**config.mk**
```make
export PLATFORM = sky130hd
export DESIGN_NAME = ball_collision_arbiter
export DESIGN_NICKNAME = d
export VERILOG_FILES = /design/src/rtl/ball_collision_arbiter.sv
export SDC_FILE = /design/constraint.sdc
export NUM_CORES = 1
export LEC_CHECK = 0
export ABC_AREA = 1
export CORE_MARGIN = 5
export CORE_UTILIZATION = 30
export DETAILED_ROUTE_END_ITERATION = 8
export GPL_TIMING_DRIVEN = 0
export HOLD_SLACK_MARGIN = 0.05
export MAX_ROUTING_LAYER = met4
export SLEW_MARGIN = 20
export SYNTH_ARGS = -nofsm -noshare
export SYNTH_HDL_FRONTEND = slang
export SYNTH_SLANG_ARGS = --single-unit
```
**constraint.sdc**
```tcl
create_clock -name clk -period 7.4 [get_ports clk]
set_clock_uncertainty 0.1 [all_clocks]
set_input_delay 1.48 -clock clk [delete_from_list [all_inputs] [get_ports clk]]
set_output_delay 1.48 -clock clk [all_outputs]
set_load 0.1 [all_outputs]
```
**src/rtl/ball_collision_arbiter.sv**
```systemverilog
// ball_collision_arbiter
//   Classifies ball-ball, ball-wall and ball-hole hits for the current pixel,
//   suppresses repeats with per-pair and per-ball frame cooldowns, tracks the
//   balls still on the table, and queues decoded events in a small FIFO that
//   the physics unit drains with a valid/ready handshake.
//
// Ports
//   clk, resetN       pixel clock, synchronous active-low reset
//   startOfFrame      one-cycle frame-start pulse (ages cooldowns, no detection)
//   cheat             keypad level, used only when HIT_CHEAT_EN is defined
//   Table_DR          wall draw request / wall code (non-zero = wall pixel)
//   Balls_DR_VEC      per-ball draw requests
//   Hole_DR           hole draw request
//   evt_ready         consumer accepts the head event
//   evt_valid         queue non-empty
//   evt_type          00 ball-ball, 01 ball-wall, 10 ball-hole
//   evt_id_a/_b       ball indices (a <= b)
//   evt_wall          wall code for ball-wall events
//   balls_in_game     1 = ball still on the table
//   drop_count        saturating count of events lost to a full queue
//   collision         combinational wall or ball-ball overlap flag
//
// Optional feature macro: HIT_CHEAT_EN
//   When defined, a rising edge of cheat removes the lowest-index non-cue
//   ball from balls_in_game.

module ball_collision_arbiter #(
  parameter int NUM_BALLS       = 7,
  parameter int NUM_PAIR_SLOTS  = 3,
  parameter int COOLDOWN_FRAMES = 2,
  parameter int FIFO_DEPTH      = 4,
  localparam int IDW            = $clog2(NUM_BALLS)
) (
  input  logic                 clk,
  input  logic                 resetN,
  input  logic                 startOfFrame,
  input  logic                 cheat,
  input  logic [1:0]           Table_DR,
  input  logic [NUM_BALLS-1:0] Balls_DR_VEC,
  input  logic                 Hole_DR,
  input  logic                 evt_ready,
  output logic                 evt_valid,
  output logic [1:0]           evt_type,
  output logic [IDW-1:0]       evt_id_a,
  output logic [IDW-1:0]       evt_id_b,
  output logic [1:0]           evt_wall,
  output logic [NUM_BALLS-1:0] balls_in_game,
  output logic [7:0]           drop_count,
  output logic                 collision
);

  localparam int PW = $clog2(FIFO_DEPTH);
  localparam int SW = (NUM_PAIR_SLOTS > 1) ? $clog2(NUM_PAIR_SLOTS) : 1;

  typedef struct packed {
    logic [1:0]     typ;
    logic [IDW-1:0] id_a;
    logic [IDW-1:0] id_b;
    logic [1:0]     wall;
  } evt_t;

  typedef enum logic [1:0] {K_NONE, K_BH, K_BB, K_BW} kind_t;

  evt_t                 mem_q [FIFO_DEPTH];
  evt_t                 mem_d [FIFO_DEPTH];
  logic [PW:0]          wr_ptr_q, wr_ptr_d, rd_ptr_q, rd_ptr_d;
  logic [NUM_BALLS-1:0] big_q, big_d;
  logic [7:0]           drop_q, drop_d;
  logic [NUM_PAIR_SLOTS-1:0] slot_act_q, slot_act_d;
  logic [IDW-1:0]       slot_a_q [NUM_PAIR_SLOTS];
  logic [IDW-1:0]       slot_a_d [NUM_PAIR_SLOTS];
  logic [IDW-1:0]       slot_b_q [NUM_PAIR_SLOTS];
  logic [IDW-1:0]       slot_b_d [NUM_PAIR_SLOTS];
  logic [1:0]           slot_cnt_q [NUM_PAIR_SLOTS];
  logic [1:0]           slot_cnt_d [NUM_PAIR_SLOTS];
  logic [NUM_BALLS-1:0] wall_cd_q, wall_cd_d, wall_age_q, wall_age_d;

  logic [IDW:0]         pop_cnt;
  logic [IDW-1:0]       low_idx, high_idx, bh_idx;
  logic                 bh_found;
  logic                 bb_raw, bw_raw, bh_raw;
  logic                 pair_hit, free_found;
  logic [SW-1:0]        free_idx;
  kind_t                kind;
  evt_t                 cand_evt, head;
  logic                 full, pop, push, drop;
  logic [NUM_BALLS-1:0] cheat_clr;

  // Popcount plus lowest/highest requesting ball; the hole target must also
  // still be in game so a removed ball can never fire again.
  always_comb begin
    pop_cnt  = '0;
    low_idx  = '0;
    high_idx = '0;
    bh_idx   = '0;
    bh_found = 1'b0;
    for (int i = NUM_BALLS - 1; i >= 0; i--) begin
      pop_cnt = pop_cnt + (IDW+1)'(Balls_DR_VEC[i]);
      if (Balls_DR_VEC[i]) low_idx = IDW'(i);
      if (Balls_DR_VEC[i] && big_q[i]) begin
        bh_idx   = IDW'(i);
        bh_found = 1'b1;
      end
    end
    for (int i = 0; i < NUM_BALLS; i++) begin
      if (Balls_DR_VEC[i]) high_idx = IDW'(i);
    end
  end

  assign bb_raw    = !startOfFrame && (pop_cnt == (IDW+1)'(2));
  assign bw_raw    = !startOfFrame && (Table_DR != 2'b00) && (pop_cnt == (IDW+1)'(1));
  assign bh_raw    = !startOfFrame && Hole_DR && (pop_cnt != '0);
  assign collision = bb_raw || bw_raw;

  always_comb begin
    pair_hit   = 1'b0;
    free_found = 1'b0;
    free_idx   = '0;
    for (int s = NUM_PAIR_SLOTS - 1; s >= 0; s--) begin
      if (slot_act_q[s] && slot_a_q[s] == low_idx && slot_b_q[s] == high_idx) pair_hit = 1'b1;
      if (!slot_act_q[s]) begin
        free_found = 1'b1;
        free_idx   = SW'(s);
      end
    end
  end

  // Priority is decided on the raw detects: a hole hit with no eligible
  // target still masks the lower-priority detects of that cycle.
  always_comb begin
    kind     = K_NONE;
    cand_evt = '0;
    if (bh_raw) begin
      if (bh_found) begin
        kind     = K_BH;
        cand_evt = '{typ: 2'b10, id_a: bh_idx, id_b: bh_idx, wall: 2'b00};
      end
    end else if (bb_raw) begin
      if (!pair_hit && free_found) begin
        kind     = K_BB;
        cand_evt = '{typ: 2'b00, id_a: low_idx, id_b: high_idx, wall: 2'b00};
      end
    end else if (bw_raw) begin
      if (!wall_cd_q[low_idx]) begin
        kind     = K_BW;
        cand_evt = '{typ: 2'b01, id_a: low_idx, id_b: low_idx, wall: Table_DR};
      end
    end
  end

`ifdef HIT_CHEAT_EN
  logic cheat_q, cheat_d;

  assign cheat_d = cheat;

  always_ff @(posedge clk) begin
    if (!resetN) cheat_q <= 1'b0;
    else         cheat_q <= cheat_d;
  end

  // Cue ball (bit 0) is excluded from the cheat search.
  always_comb begin
    cheat_clr = '0;
    if (cheat && !cheat_q) begin
      for (int i = NUM_BALLS - 1; i >= 1; i--) begin
        if (big_q[i]) begin
          cheat_clr    = '0;
          cheat_clr[i] = 1'b1;
        end
      end
    end
  end
`else
  logic unused_cheat;

  assign unused_cheat = cheat;
  assign cheat_clr    = '0;
`endif

  assign evt_valid = (wr_ptr_q != rd_ptr_q);
  assign full      = (wr_ptr_q[PW] != rd_ptr_q[PW]) && (wr_ptr_q[PW-1:0] == rd_ptr_q[PW-1:0]);
  assign pop       = evt_valid && evt_ready;
  // A pop frees the head slot at the same edge, so a full queue still accepts.
  assign push      = (kind != K_NONE) && (!full || pop);
  assign drop      = (kind != K_NONE) && full && !pop;

  // Side effects of an event (slot, cooldown, ball removal) only apply when it
  // is actually queued, so a dropped event is retried on a later pixel.
  always_comb begin
    mem_d      = mem_q;
    wr_ptr_d   = wr_ptr_q;
    rd_ptr_d   = rd_ptr_q;
    big_d      = big_q;
    drop_d     = drop_q;
    slot_act_d = slot_act_q;
    slot_a_d   = slot_a_q;
    slot_b_d   = slot_b_q;
    slot_cnt_d = slot_cnt_q;
    wall_cd_d  = wall_cd_q;
    wall_age_d = wall_age_q;

    if (push) begin
      mem_d[wr_ptr_q[PW-1:0]] = cand_evt;
      wr_ptr_d = wr_ptr_q + (PW+1)'(1);
      case (kind)
        K_BH: if (bh_idx != '0) big_d[bh_idx] = 1'b0;
        K_BB: begin
          slot_act_d[free_idx] = 1'b1;
          slot_a_d[free_idx]   = low_idx;
          slot_b_d[free_idx]   = high_idx;
          slot_cnt_d[free_idx] = 2'd0;
        end
        K_BW: begin
          wall_cd_d[low_idx]  = 1'b1;
          wall_age_d[low_idx] = 1'b0;
        end
        default: ;
      endcase
    end

    if (pop) rd_ptr_d = rd_ptr_q + (PW+1)'(1);

    if (drop && drop_q != 8'hFF) drop_d = drop_q + 8'd1;

    if (startOfFrame) begin
      for (int s = 0; s < NUM_PAIR_SLOTS; s++) begin
        if (slot_act_q[s]) begin
          if (slot_cnt_q[s] == 2'(COOLDOWN_FRAMES - 1)) slot_act_d[s] = 1'b0;
          else                                          slot_cnt_d[s] = slot_cnt_q[s] + 2'd1;
        end
      end
      // First frame start only ages the bit; the second one releases it.
      for (int b = 0; b < NUM_BALLS; b++) begin
        if (wall_cd_q[b]) begin
          if (wall_age_q[b]) begin
            wall_cd_d[b]  = 1'b0;
            wall_age_d[b] = 1'b0;
          end else begin
            wall_age_d[b] = 1'b1;
          end
        end
      end
    end

    big_d = big_d & ~cheat_clr;
  end

  always_ff @(posedge clk) begin
    if (!resetN) begin
      for (int i = 0; i < FIFO_DEPTH; i++) mem_q[i] <= '0;
      wr_ptr_q   <= '0;
      rd_ptr_q   <= '0;
      big_q      <= '1;
      drop_q     <= '0;
      slot_act_q <= '0;
      for (int s = 0; s < NUM_PAIR_SLOTS; s++) begin
        slot_a_q[s]   <= '0;
        slot_b_q[s]   <= '0;
        slot_cnt_q[s] <= '0;
      end
      wall_cd_q  <= '0;
      wall_age_q <= '0;
    end else begin
      mem_q      <= mem_d;
      wr_ptr_q   <= wr_ptr_d;
      rd_ptr_q   <= rd_ptr_d;
      big_q      <= big_d;
      drop_q     <= drop_d;
      slot_act_q <= slot_act_d;
      slot_a_q   <= slot_a_d;
      slot_b_q   <= slot_b_d;
      slot_cnt_q <= slot_cnt_d;
      wall_cd_q  <= wall_cd_d;
      wall_age_q <= wall_age_d;
    end
  end

  // Head fields read as zero whenever the queue is empty.
  assign head          = mem_q[rd_ptr_q[PW-1:0]];
  assign evt_type      = evt_valid ? head.typ  : 2'b00;
  assign evt_id_a      = evt_valid ? head.id_a : '0;
  assign evt_id_b      = evt_valid ? head.id_b : '0;
  assign evt_wall      = evt_valid ? head.wall : 2'b00;
  assign balls_in_game = big_q;
  assign drop_count    = drop_q;

endmodule

```
==> results.toml, run 1 <==
[clock_tree]
cts_tree = "built"
htreeDepth = 3
clock_latency_ps = 360
numCtsBuffers = 9
path_clk_slew_ps = 70
clockRootBuffer = "clkbuf_16"
cts.sinks = 102
cts_setup_buffers = 0
clockBufferDepth = 2

[synth]
ys_ff_latch = 102
syn_area_um2 = 5720
synth.net_count = 934
netlist_instances = 909
yosys.area.top_type = "dfxtp_1"
postSynth.asyncResetShare_pct = 0
yosysWarnings = 0
synth_top_area_share_pct = 35.7
synth_common_cells = "290 x nand2_1, 140 x nor2_1, 119 x inv_1"
yosysMostFrequentCell = "nand2_1"
yosysSeqAreaShare_pct = 35.7
syn-mean-instance-area_um2 = 6.29
ys.flop_type = "dfxtp_1"
ys_top_cells_by_area = "dfxtp_1 36%, nand2_1 19%, nor2_1 9.2%"
ys_types = 35
synth_edf_count = 0

[min_path]
hold_class = "flip-flop to flip-flop"
holdCritStartpoint = "wall_age_q[2]"
min_to = "wall_age_q[2]"
hold_path_depth = 2

[route]
viasPerCell = 4.53
drtIter0Drc = 342
ant_nets = 0
avgRoutedWirePerCell_um = 12.6
drc = 0
routed_wl_um = 15100
drt-pass1-iter-count = 5
vias = 5435

[pwr]
ir_worst_vdd_v = 0.000118
p_per_area_nw_per_um2 = 257
total_power_mw = 1.72
p_leak_nw = 3.24

[grt]
grt_max_degree = 20
grt_overflow_total = 0
first_global_vias = 4856
antenna_found_initial = 0
grt.total_usage_pct = 14.2
grt_pass1_wl_um = 24400

[cells_and_area]
final_area_um2 = 6700
diodes = 0
syn_to_final_growth_pct = 17.2
drive_gt1_share_pct = 5.91
fin_nets = 985
finalNonFillerCells = 1199

[floorplan]
dieArea_um2 = 21900
start_util_pct = 30.6
rows = 50
die_h_um = 148
dieWidth_um = 148
core_um2 = 18700
ios = 42

[timing]
period_needed_ps = 6990
maxSlewViolCount = 0
slew_headroom_pct = 35.0
fmax_ghz = 0.143
hold_viol = 0
finalSetupViolations = 0
grt_setup_unrepaired = "no"
min_period_over_period_pct = 94.4
setup_tns_ps = 0
worst_slew_pin_slew_ps = 973

[worst_setup_path]
cp.arrival_ps = 5410
path_buf_inv = 3
reg2reg_depth = 9
r2r-end = "drop_count[6]"
endpoint_kind = "output port"
crit_fanout = 5
cpMostUsedCell = "fa_1"
crit_slowest_cell = "dlymetal6s2s_1"
path_cells = "clkdlybuf4s50_1 > fa_1 > inv_1 > fa_1 > fa_1 > fa_1 > nand2_1 > nor4_1 > or2_2 > dlymetal6s2s_1"
slowest_delay_ps = 740
path_class = "input port to output port"
rr_startpoint = "rd_ptr_q[0]"
crit_family = "adder cells"
start_kind = "input port"
cp.required_ps = 5820
r2r_slack_ps = 4760

[place]
routabilityCongestion = 0.818
dp_hpwl_um = 11200
port_buffers = 40
place_area_um2 = 6410
place_inst = 1183

[status]
status = "completed"

[flow_run]
maxCapViolations = 0
-- layout make-up --
class,count,area (µm²)
buffer,35,198
clock buffer,9,225
clock inverter,7,63.8
fill,2013,12000
inverter,123,462
multi-input combinational,649,3020
sequential,102,2040
tap,234,293
timing repair buffer,40,403
-- per-stage QoR --
stage	hold slack (ps)	utilization [%]	worst slack, ps
3_3_place_gp	346	34.3	12.7
5_1_grt	391	35.8	268
2_1_floorplan	326	-	1640
3_5_place_dp	350	34.3	22.8
4_1_cts	365	35.8	16.8
6_report	362	35.8	411
-- timing repair --
action	in CTS	in global routing
hold buffers	0	0
setup endpoints to repair	0	1
resized for setup	0	1
-- flip-flops by register name (all words and copies together) (netlist names), 6 cells and up --
register,cells
balls_in_game,7
wall_age_q,7
mem_q,40
slot_a_q,9
wall_cd_q,7
slot_b_q,9
drop_count,8
slot_cnt_q,6
-- worst register-to-register path, delay by kind of cell (launching register included) --
kind                   cells  cell delay (ps)
AOI/OAI and AO/OA          1               70
and+or+nand+nor            6             1500
DFF                        1              370
buffers and inverters      2              460
-- worst max-delay path by stage --
stage | start | to | depth (start not counted)
floorplan | Balls_DR_VEC[0] | collision | 8
global placement | Balls_DR_VEC[0] | collision | 10
detailed placement | Balls_DR_VEC[0] | collision | 10
CTS | Balls_DR_VEC[0] | collision | 10
global route | Balls_DR_VEC[0] | collision | 10
finish | Balls_DR_VEC[0] | collision | 10
-- power by group --
group          internal, mW  switching, mW
sequential            0.584         0.0222
clock                 0.237          0.239
combinational         0.170          0.468
-- layout by cell type, fill, tap and decap left out, drive strengths merged --
cell type / n
nand2: 297
nor2: 146
inv: 127
dfxtp: 102
a21oi: 60
nand3: 53
clkdlybuf4s50: 39
o21ai: 33
clkbuf: 24
nand4: 20
buf: 20
nor3: 10
xor2: 7
ha: 6
xnor2: 4
fa: 4
nand3b: 3
or2: 2
clkinv: 2
nor4: 1
o31ai: 1
a31oi: 1
o211ai: 1
clkinvlp: 1
dlymetal6s2s: 1
-- logic make-up (layout without fill, tap and decap cells) --
group,after synthesis,after routing,synth area share (%)
xor gates and xnor gates,11,11,1.68
DFF,102,102,35.7
and+or+nand+nor,532,532,39.6
buffers and inverters,158,214,11.5
adders and majority gates,10,10,2.71
AOI/OAI and AO/OA,96,96,8.77
-- metal layers --
| metal | track usage [%] | up-vias | wire [µm] |
|---|---|---|---|
| li1 | - | 2917 | - |
| met1 | 18.1 | 2417 | 7260 |
| met2 | 23.0 | 87 | 7040 |
| met3 | 2.86 | 14 | 594 |
| met4 | 3.70 | 0 | 189 |
| met5 | - | - | 0 |
(Power assumes the default switching activity.)
==> run 2: changes to the inputs <==
- GPL_ROUTABILITY_DRIVEN: unset -> 0
==> results of run 2 <==
Final layout, timing and power as in run 1 (identical DEF).
